### config.mk
export PLATFORM = sky130hd
export DESIGN_NAME = sram_tile_arbiter
export DESIGN_NICKNAME = d
export VERILOG_FILES = /design/src/rtl/sram_tile_arbiter.sv
export SDC_FILE = /design/constraint.sdc
export NUM_CORES = 1
export LEC_CHECK = 0
export ABC_AREA = 1
export CORE_AREA = 10 10 268 270
export CTS_CLUSTER_DIAMETER = 30
export DETAILED_ROUTE_END_ITERATION = 7
export DIE_AREA = 0 0 278 280
export PLACE_DENSITY_LB_ADDON = 0.08
export SETUP_SLACK_MARGIN = 0.3
export SLEW_MARGIN = 20
export SYNTH_ARGS = -nofsm -noshare
export SYNTH_HDL_FRONTEND = slang
export SYNTH_SLANG_ARGS = --single-unit
### constraint.sdc
create_clock -name clk -period 2.1 [get_ports clk]
set_clock_uncertainty 0.2 [all_clocks]
set_input_delay 0.315 -clock clk [delete_from_list [all_inputs] [get_ports clk]]
set_output_delay 0.315 -clock clk [all_outputs]
set_load 0.03 [all_outputs]
### src/rtl/sram_tile_arbiter.sv
// Two-requester round-robin sequencer in front of the tile SRAM.
// One tile access per grant: IDLE -> ISSUE -> (RWAIT) -> DONE -> IDLE.
module sram_tile_arbiter #(
  parameter int ADDR_WIDTH = 16,
  parameter int DATA_WIDTH = 8,
  parameter int M = 4,
  parameter int N = 4,
  localparam int TILE_W = M * N * DATA_WIDTH
) (
  input  logic                    clk,
  input  logic                    reset,
  input  logic [1:0]              req_valid,
  input  logic [1:0]              req_write,
  input  logic [2*ADDR_WIDTH-1:0] req_addr,
  input  logic [2*TILE_W-1:0]     req_wdata,
  output logic [1:0]              req_ready,
  output logic [1:0]              rsp_valid,
  output logic                    rsp_err,
  output logic [TILE_W-1:0]       rsp_rdata,
  output logic                    sram_we,
  output logic                    sram_re,
  output logic [ADDR_WIDTH-1:0]   sram_addr,
  output logic [TILE_W-1:0]       sram_wdata,
  input  logic [TILE_W-1:0]       sram_rdata,
  output logic                    busy
);

  typedef enum logic [1:0] {
    IDLE  = 2'd0,
    ISSUE = 2'd1,
    RWAIT = 2'd2,
    DONE  = 2'd3
  } state_e;

  localparam logic [ADDR_WIDTH:0] SPAN_M1 = (ADDR_WIDTH + 1)'(M * N - 1);

  state_e                  state_q, state_d;
  logic                    last_grant_q, last_grant_d;
  logic                    owner_q, owner_d;
  logic                    write_q, write_d;
  logic                    err_q, err_d;
  logic                    sram_we_q, sram_we_d;
  logic                    sram_re_q, sram_re_d;
  logic [ADDR_WIDTH-1:0]   sram_addr_q, sram_addr_d;
  logic [TILE_W-1:0]       sram_wdata_q, sram_wdata_d;
  logic [1:0]              rsp_valid_q, rsp_valid_d;
  logic                    rsp_err_q, rsp_err_d;
  logic [TILE_W-1:0]       rsp_rdata_q, rsp_rdata_d;

  logic                    grant_s;
  logic                    accept_s;
  logic                    sel_write_s;
  logic                    sel_err_s;
  logic [ADDR_WIDTH-1:0]   sel_addr_s;
  logic [TILE_W-1:0]       sel_wdata_s;
  logic [ADDR_WIDTH:0]     end_addr_s;

  // Winner selection, ready generation and range check of the winning request
  always_comb begin
    grant_s = 1'b0;
    if (req_valid == 2'b11) begin
      grant_s = ~last_grant_q;
    end else if (req_valid[1]) begin
      grant_s = 1'b1;
    end else begin
      grant_s = 1'b0;
    end
    if ((state_q == IDLE) && (req_valid != 2'b00)) begin
      req_ready = grant_s ? 2'b10 : 2'b01;
    end else begin
      req_ready = 2'b00;
    end
    accept_s    = |(req_valid & req_ready);
    sel_write_s = req_write[grant_s];
    sel_addr_s  = grant_s ? req_addr[ADDR_WIDTH +: ADDR_WIDTH] : req_addr[0 +: ADDR_WIDTH];
    sel_wdata_s = grant_s ? req_wdata[TILE_W +: TILE_W] : req_wdata[0 +: TILE_W];
    // Carry out of the widened sum means the tile runs past the top of memory.
    end_addr_s  = {1'b0, sel_addr_s} + SPAN_M1;
    sel_err_s   = end_addr_s[ADDR_WIDTH];
  end

  // Next-state and registered-output computation
  always_comb begin
    state_d      = state_q;
    last_grant_d = last_grant_q;
    owner_d      = owner_q;
    write_d      = write_q;
    err_d        = err_q;
    sram_we_d    = 1'b0;
    sram_re_d    = 1'b0;
    sram_addr_d  = '0;
    sram_wdata_d = '0;
    rsp_valid_d  = 2'b00;
    rsp_err_d    = 1'b0;
    rsp_rdata_d  = '0;
    case (state_q)
      IDLE: begin
        if (accept_s) begin
          owner_d      = grant_s;
          last_grant_d = grant_s;
          write_d      = sel_write_s;
          err_d        = sel_err_s;
          state_d      = ISSUE;
          if (!sel_err_s) begin
            sram_we_d    = sel_write_s;
            sram_re_d    = ~sel_write_s;
            sram_addr_d  = sel_addr_s;
            sram_wdata_d = sel_write_s ? sel_wdata_s : '0;
          end else begin
            sram_we_d = 1'b0;
            sram_re_d = 1'b0;
          end
        end else begin
          state_d = IDLE;
        end
      end
      ISSUE: begin
        if (!write_q && !err_q) begin
          state_d = RWAIT;
        end else begin
          state_d     = DONE;
          rsp_valid_d = owner_q ? 2'b10 : 2'b01;
          rsp_err_d   = err_q;
        end
      end
      RWAIT: begin
        state_d     = DONE;
        rsp_rdata_d = sram_rdata;
        rsp_valid_d = owner_q ? 2'b10 : 2'b01;
        rsp_err_d   = err_q;
      end
      DONE: begin
        state_d = IDLE;
      end
      default: begin
        state_d = IDLE;
      end
    endcase
  end

  // State and output registers with synchronous reset
  always_ff @(posedge clk) begin
    if (reset) begin
      state_q      <= IDLE;
      last_grant_q <= 1'b1;
      owner_q      <= 1'b0;
      write_q      <= 1'b0;
      err_q        <= 1'b0;
      sram_we_q    <= 1'b0;
      sram_re_q    <= 1'b0;
      sram_addr_q  <= '0;
      sram_wdata_q <= '0;
      rsp_valid_q  <= 2'b00;
      rsp_err_q    <= 1'b0;
      rsp_rdata_q  <= '0;
    end else begin
      state_q      <= state_d;
      last_grant_q <= last_grant_d;
      owner_q      <= owner_d;
      write_q      <= write_d;
      err_q        <= err_d;
      sram_we_q    <= sram_we_d;
      sram_re_q    <= sram_re_d;
      sram_addr_q  <= sram_addr_d;
      sram_wdata_q <= sram_wdata_d;
      rsp_valid_q  <= rsp_valid_d;
      rsp_err_q    <= rsp_err_d;
      rsp_rdata_q  <= rsp_rdata_d;
    end
  end

  assign sram_we    = sram_we_q;
  assign sram_re    = sram_re_q;
  assign sram_addr  = sram_addr_q;
  assign sram_wdata = sram_wdata_q;
  assign rsp_valid  = rsp_valid_q;
  assign rsp_err    = rsp_err_q;
  assign rsp_rdata  = rsp_rdata_q;
  assign busy       = (state_q != IDLE);

endmodule

==> impl_results.md, run 1 <==
* Status: finished with violations
* Failing checks: negative setup slack
* Cell taking the most area after synthesis: dfxtp_1
* Slew Viols, Final at 0
* Tmin final at about 2200 ps
* Drt wl/cell at about 18 µm
* Antenna-violating nets left at 0
* Die span in x at ~280 µm
* CP max stage delay at around 640 ps
* # IOs at 702
* Leading cell type in the layout, fill and taps excluded: clkdlybuf4s50_1
* Final wirelength at between 50 and 60 mm
* Ys flop type: dfxtp_1
* Worst EP required at roughly 2400 ps
* Root Buffer: clkbuf_16
* Most frequent cells in the layout: clkdlybuf4s50_1, nand2_1, inv_1, dfxtp_1, nor2_1
* Largest net degree at the start of global routing at between 70 and 80
* Clock Latency Late Sink at roughly 600 ps
* Main area contributors after synthesis: dfxtp_1, nand2_1, inv_1
* Die Y at approximately 280 µm
* Synth cell types at 21
* H-Tree Depth at 3
* TritonCTS clock tree: built
* Post-synth top area share at a little over half
* TritonCTS buffer count at 92
* Yosys warning count at 0
* Nets at about 2700
* Sw Ratio at between 30% and 40%
* Max Cap Viol at 0
* Avg Cell Area, Syn at about 7.5 µm²
* Critical path fanouts, max at 8
* Drt first pass iters at 6
* Die ar. at around 80000 µm²
* Mapped Nets at between 1500 and 2000
* Clock Sinks at around 280
* HP Class: input port to register
* Internal Power at 18.3 mW
* # rows at between 90 and 100
* Clock share of power at approximately half
* Setup crit start kind: input port
* Register area share after synthesis at 54.9%
* Mapped cell area at between 10000 and 15000 µm²
* Initial DRC Count at around 280
* Antenna violations before repair at 5
* DP Worst Slack at -537 ps
* Worst setup margin at -56.3 ps
* P_sw at 7.93 mW
* Slowest CP cell: clkdlybuf4s50_1
* IO buf count at 701
* Starting Density at approximately 16%
* Top delay family on crit path: buffers and inverters
* Max Clk Rate at between 400 and 500 MHz
* Worst slew margin relative to its limit at 62.8%
* Maximum vdd drop at about 0.58 mV
* Critical path class: input port to register
* Fin crit share at 103%
* # DRC at 0
* FFs w/ async S/R, synth at 0%
* GPL Wtd Cong at roughly 0.84
* Seq cells post-synth at around 280
* First-pass GRT wire length at slightly above 80 mm
* Worst-margin pin slew at about 560 ps
* Part of the power in registers at 23.9%
* EDFF count, synth at 0
* Mapped Cells at approximately 1400
* Final std cells w/o fill at ~3200
* Detail Placement HPWL at around 47 mm
* Setup-failing EPs final at 80
* Via count at 11200
* Setup crit end kind: register
* Post-Place Cells at 2949
* Fin. Hold Viols at 0
* Combinational power share at between 20% and 30%
* Vias per Instance at approximately 3.5
* Clk buf depth at 3
* All-layer global routing usage at 14.2%
* Clk slew on worst S/H paths at ~40 ps
* Worst EP arrival at approximately 2400 ps
* Final core occ at ~34%
* Crit path cell chain: clkdlybuf4s50_1 > nand2_8 > buf_12 > buf_6 > nand3b_1 > nand2_2 > nor2_2 > nand2_1 > nor2_2 > nand2_2 > nand3_4 > buf_6 > clkbuf_16 > buf_12 > nor2_1
* Cell leakage power at ~11 nW
* Share of post-route cells with drive strength above 1 at between 20 and 30%
* Buf+Inv Stages, Crit Path at 6
* Power per standard cell area at around 1200 nW/µm²
* Core Region at 66600 µm²
* Area grow syn2layout at 119%
* Vias in the first global route at ~12000
* RSZ-0062 raised after global routing: true
* GR Overflow Total at 0
## worst register-to-register path, delay by kind of cell (launching register included)
kind / cells / cell delay [ps]
buffers and inverters: 5 / 690
AND/OR/NAND/NOR: 9 / 750
flip-flops: 1 / 380
## power by group through the flow
stage	registers, mW	logic, mW	clock network [mW]
final	6.26	6.54	13.4
after global routing	6.32	7.06	14.2
after CTS	6.27	6.28	13.8
after detailed placement	6.35	6.22	0
after global placement	6.35	6.23	0
after floorplan	7.57	1.80	0
## metal layers
layer	track usage [%]	part of all wire [%]	wire length, µm	vias up
met5	0	0.083	49	-
met4	4.27	1.8	1080	8
met3	6.73	9.5	5590	73
met2	26.3	53	31200	438
met1	13.9	35	20900	5035
li1	-	-	-	5694
## final timing paths
kind / slack, ps / startpoint / to / cells past startpoint
setup / recovery: -60 / req_valid[0] / sram_wdata[107] / 15
hold / removal: 40 / sram_rdata[106] / rsp_rdata[106] / 3
setup reg to reg: -50 / last_grant_q / sram_wdata[107] / 14
hold reg to reg: 220 / owner_q / rsp_valid[1] / 2
## cell type report
| cell class | count | area [µm²] |
|---|---|---|
| Clock buffer | 136 | 2720 |
| Clock inverter | 32 | 440 |
| Sequential cell | 283 | 5670 |
| Antenna cell | 1 | 2.50 |
| Timing Repair Buffer | 855 | 8200 |
| Inverter | 285 | 1070 |
| Tap cell | 873 | 1090 |
| Fill cell | 7035 | 43900 |
| Multi-Input combinational cell | 753 | 3460 |
## synth_stat cells, types with 4 or more instances
cell type	count
clkbuf_1	32
nor2_2	100
buf_2	14
nand2_1	426
ha_1	4
nor2_1	189
dfxtp_1	283
nand3b_1	14
inv_1	285
o21ai_0	5
buf_8	10
## through the flow
stage	TNS, ps	power [mW]	instance area, µm²	hold WS (ps)
6_report	-2380	26.2	22700	43.2
5_1_grt	-20070	27.5	22700	23.1
4_1_cts	-678	26.4	22300	0.155
3_5_place_dp	-69890	12.6	18700	251
3_3_place_gp	-66550	12.6	18700	253
2_1_floorplan	0	9.37	10400	184
## registers in the layout, summed over array words and instances (netlist names)
| signal | flops |
|---|---|
| rsp_rdata | 128 |
| sram_wdata | 128 |
| sram_addr | 16 |
| rsp_valid | 2 |
| state_q | 2 |
| err_q | 1 |
| last_grant_q | 1 |
| owner_q | 1 |
| rsp_err | 1 |
| sram_re | 1 |
| sram_we | 1 |
| write_q | 1 |
## logic make-up after synthesis
logic type,Yosys count,synth area share (%)
AND/OR/NAND/NOR,737,29.9
buffers and inverters,347,14.2
flip-flops,283,54.9
AO/OA/AOI/OAI,11,0.557
adder cells (fa/ha/maj),4,0.485
## repair_timing
| item | 4_1_cts | 5_1_grt |
|---|---|---|
| gates cloned | 1 | 7 |
| endpoints found under the hold margin | 71 | 0 |
| endpoints found under the setup margin | 425 | 202 |
| setup buffers | 11 | 10 |
| resized for setup | 1066 | 133 |
| pin swaps | 20 | 18 |
| hold buffers | 71 | 0 |
Power figures use the tool's default switching activity.
==> run 2: changes to the inputs <==
- SKIP_CTS_REPAIR_TIMING: default -> 1
==> run 2 against run 1 <==
The flow still finishes with violations (negative setup slack). Setup slack improved by 23 ps. Critical path depth decreased by 9. Count of clock-buffer cells in the layout unchanged. Sequential power about the same. Hold slack got worse by 27 ps. Power decreased by 0.78%. Cell area decreased by 2.6%. Core utilization decreased by 0.89 points. Combinational power decreased by 3.2%. Non-clock buffer count decreased by 60.
==> impl_results.md, run 2 (synthesized netlist as in run 1, its figures left out) <==
* Root Buffer: clkbuf_16 (unchanged)
* Antenna-violating nets left at 0 (unchanged)
* R2R Path End: sram_wdata[107] (unchanged)
* Sw Ratio at 30.4% (was 30.2%)
* Setup-failing EPs final at 3 (was 80)
* Combinational power share at 24.3% (was 24.9%)
* # rows at 95 (unchanged)
* Worst EP arrival at 1620 ps (was 2440 ps)
* Met1 WL at 20.0 mm (was 20.9 mm)
* Failing checks: negative setup slack (unchanged)
* Post-Place Cells at 2949 (unchanged)
* IO buf count at 701 (unchanged)
* Area grow syn2layout at 114% (was 119%)
* Vias in the first global route at 11600 (was 12000)
* Critical path class: register to output port (was input port to register)
* Hold Path Sink: rsp_rdata[25] (was rsp_rdata[106])
* Die span in x at 278 µm (unchanged)
* Max Cap Viol at 0 (unchanged)
* Tmin final at 2130 ps (was 2160 ps)
* Vias per Instance at 3.49 (was 3.50)
* Setup crit start kind: register (was input port)
* Min-delay src: sram_rdata[25] (was sram_rdata[106])
* Clk slew on worst S/H paths at 40 ps (about the same)
* Final wirelength at 58.4 mm (was 58.8 mm)
* All-layer global routing usage at 14.0% (was 14.2%)
* P_sw at 7.92 mW (was 7.93 mW)
* Max Clk Rate at 469 MHz (was 464 MHz)
* Slew Viols, Final at 0 (unchanged)
* Largest net degree at the start of global routing at 76 (unchanged)
* Worst-margin pin slew at 440 ps (was 555 ps)
* DR WL met3 at 6.28 mm (was 5.59 mm)
* Setup crit end kind: output port (was register)
* Via count at 11100 (was 11200)
* First-pass GRT wire length at 79.7 mm (was 82.0 mm)
* Die ar. at 77800 µm² (unchanged)
* H-Tree Depth at 3 (unchanged)
* Worst EP required at 1580 ps (was 2380 ps)
* Initial DRC Count at 301 (was 283)
* Maximum vdd drop at 0.580 mV (was 0.579 mV)
* Power per standard cell area at 1180 nW/µm² (was 1160 nW/µm²)
* Starting Density at 15.5% (unchanged)
* Multi-input logic area at 3610 µm² (was 3460 µm²)
* Most frequent cells in the layout: clkdlybuf4s50_1, nand2_1, inv_1, dfxtp_1, clkbuf_2 (was clkdlybuf4s50_1, nand2_1, inv_1, dfxtp_1, nor2_1)
* Routed met2 length at 30.6 mm (was 31.2 mm)
* # IOs at 702 (unchanged)
* Die Y at 280 µm (unchanged)
* GPL Wtd Cong at 0.840 (unchanged)
* Worst hold margin at 16.6 ps (was 43.2 ps)
* Clock Latency Late Sink at 600 ps (about the same)
* # DRC at 0 (unchanged)
* Status: finished with violations (unchanged)
* Fin. Hold Viols at 0 (unchanged)
* Nets at 2637 (was 2696)
* Clock share of power at 51.6% (was 51.2%)
* Total power at 26.0 mW (was 26.2 mW)
* RSZ-0062 raised after global routing: true (unchanged)
* Fin crit share at 102% (was 103%)
* Worst setup margin at -33.0 ps (was -56.3 ps)
* Antenna violations before repair at 11 (was 5)
* Worst slew margin relative to its limit at 70.7% (was 62.8%)
* Final core occ at 33.2% (was 34.0%)
* Drt first pass iters at 4 (was 6)
* TritonCTS buffer count at 92 (unchanged)
* Detail Placement HPWL at 47.5 mm (unchanged)
* Final std cells w/o fill at 3163 (was 3218)
* R2R setup slack at -10 ps (was -50 ps)
* Worst Reg-to-Reg Cells at 13 (was 14)
* Clk buf depth at 3 (unchanged)
* Hold path cells at 3 (unchanged)
* Sequential cell area at 5670 µm² (about the same)
* Worst R2R Start: last_grant_q (unchanged)
* Clock Sinks at 283 (unchanged)
* Fill count at 7100 (was 7035)
* HP Class: input port to register (unchanged)
* Cell leakage power at 12.4 nW (was 11.4 nW)
* Critical path fanouts, max at 5 (was 8)
* Share of post-route cells with drive strength above 1 at 25.0% (was 27.3%)
* GR Overflow Total at 0 (unchanged)
* Part of the power in registers at 24.1% (was 23.9%)
* Internal Power at 18.1 mW (was 18.3 mW)
* Drt wl/cell at 18.5 µm (was 18.3 µm)
* Core Region at 66600 µm² (unchanged)
* TritonCTS clock tree: built (unchanged)
* Highest metal used: met5 (unchanged)
* Leading cell type in the layout, fill and taps excluded: clkdlybuf4s50_1 (unchanged)
## run 2: cell types whose count changed in the layout (fill, tap and decap cells not counted), sizes merged, moves of 18 or more
cell / change
clkdlybuf4s15: -91
dlygate4sd3: -57
clkbuf: +175
clkdlybuf4s18: -18
buf: -145
dlymetal6s2s: +78
## run 2: stage by stage
step | setup TNS (ps) | worst slack, ps | instance area [µm²]
2_1_floorplan | 0 | 304 | 10400
3_3_place_gp | -66550 | -505 | 18700
3_5_place_dp | -69890 | -537 | 18700
4_1_cts | -32160 | -524 | 21800
5_1_grt | -12790 | -127 | 22100
6_report | -38.3 | -33.0 | 22100
## run 2: power by group through the flow
stage	registers [mW]	logic [mW]	clock network (mW)
CTS	6.27	6.24	13.8
floorplan	7.57	1.80	0
global placement	6.35	6.23	0
global route	6.33	6.85	14.2
detailed placement	6.35	6.22	0
finish	6.27	6.33	13.4
## run 2: routing by layer
metal | up-vias | global-route usage (%)
li1 | 5581 | -
met1 | 4915 | 12.9
met2 | 454 | 25.7
met3 | 90 | 7.88
met4 | 12 | 4.52
met5 | - | 0
## run 2: how the worst max path moves through the flow
stage,depth (start not counted),end,slack [ps],startpoint
CTS,4,busy,-520,state_q[0]
global placement,13,sram_wdata[33],-510,req_valid[0]
global route,13,sram_wdata[43],-130,last_grant_q
finish,6,req_ready[0],-30,state_q[1]
detailed placement,10,sram_wdata[70],-540,req_valid[0]
floorplan,12,sram_wdata[0],300,last_grant_q
## run 2: final cells by class
cell class / count / area share (%)
Clock buffer: 136 / 12.3
Inverter: 285 / 4.86
Timing Repair Buffer: 795 / 33.8
Clock inverter: 32 / 2.00
Antenna cell: 5 / 0.0567
Tap cell: 873 / 4.95
Sequential cell: 283 / 25.7
Multi-Input combinational cell: 754 / 16.3
## run 2: worst max-delay path: stages, from the launching register on
cell     delay (ps)
dfxtp_2         320
inv_2            70
ha_4            170
o21ai_4          70
buf_6           150
nor2_4          100
buf_6           140
==> run 3: changes to the inputs <==
- CAP_MARGIN: default -> 20
==> results of run 3 <==
Final layout, timing and power as in run 2 (identical DEF).
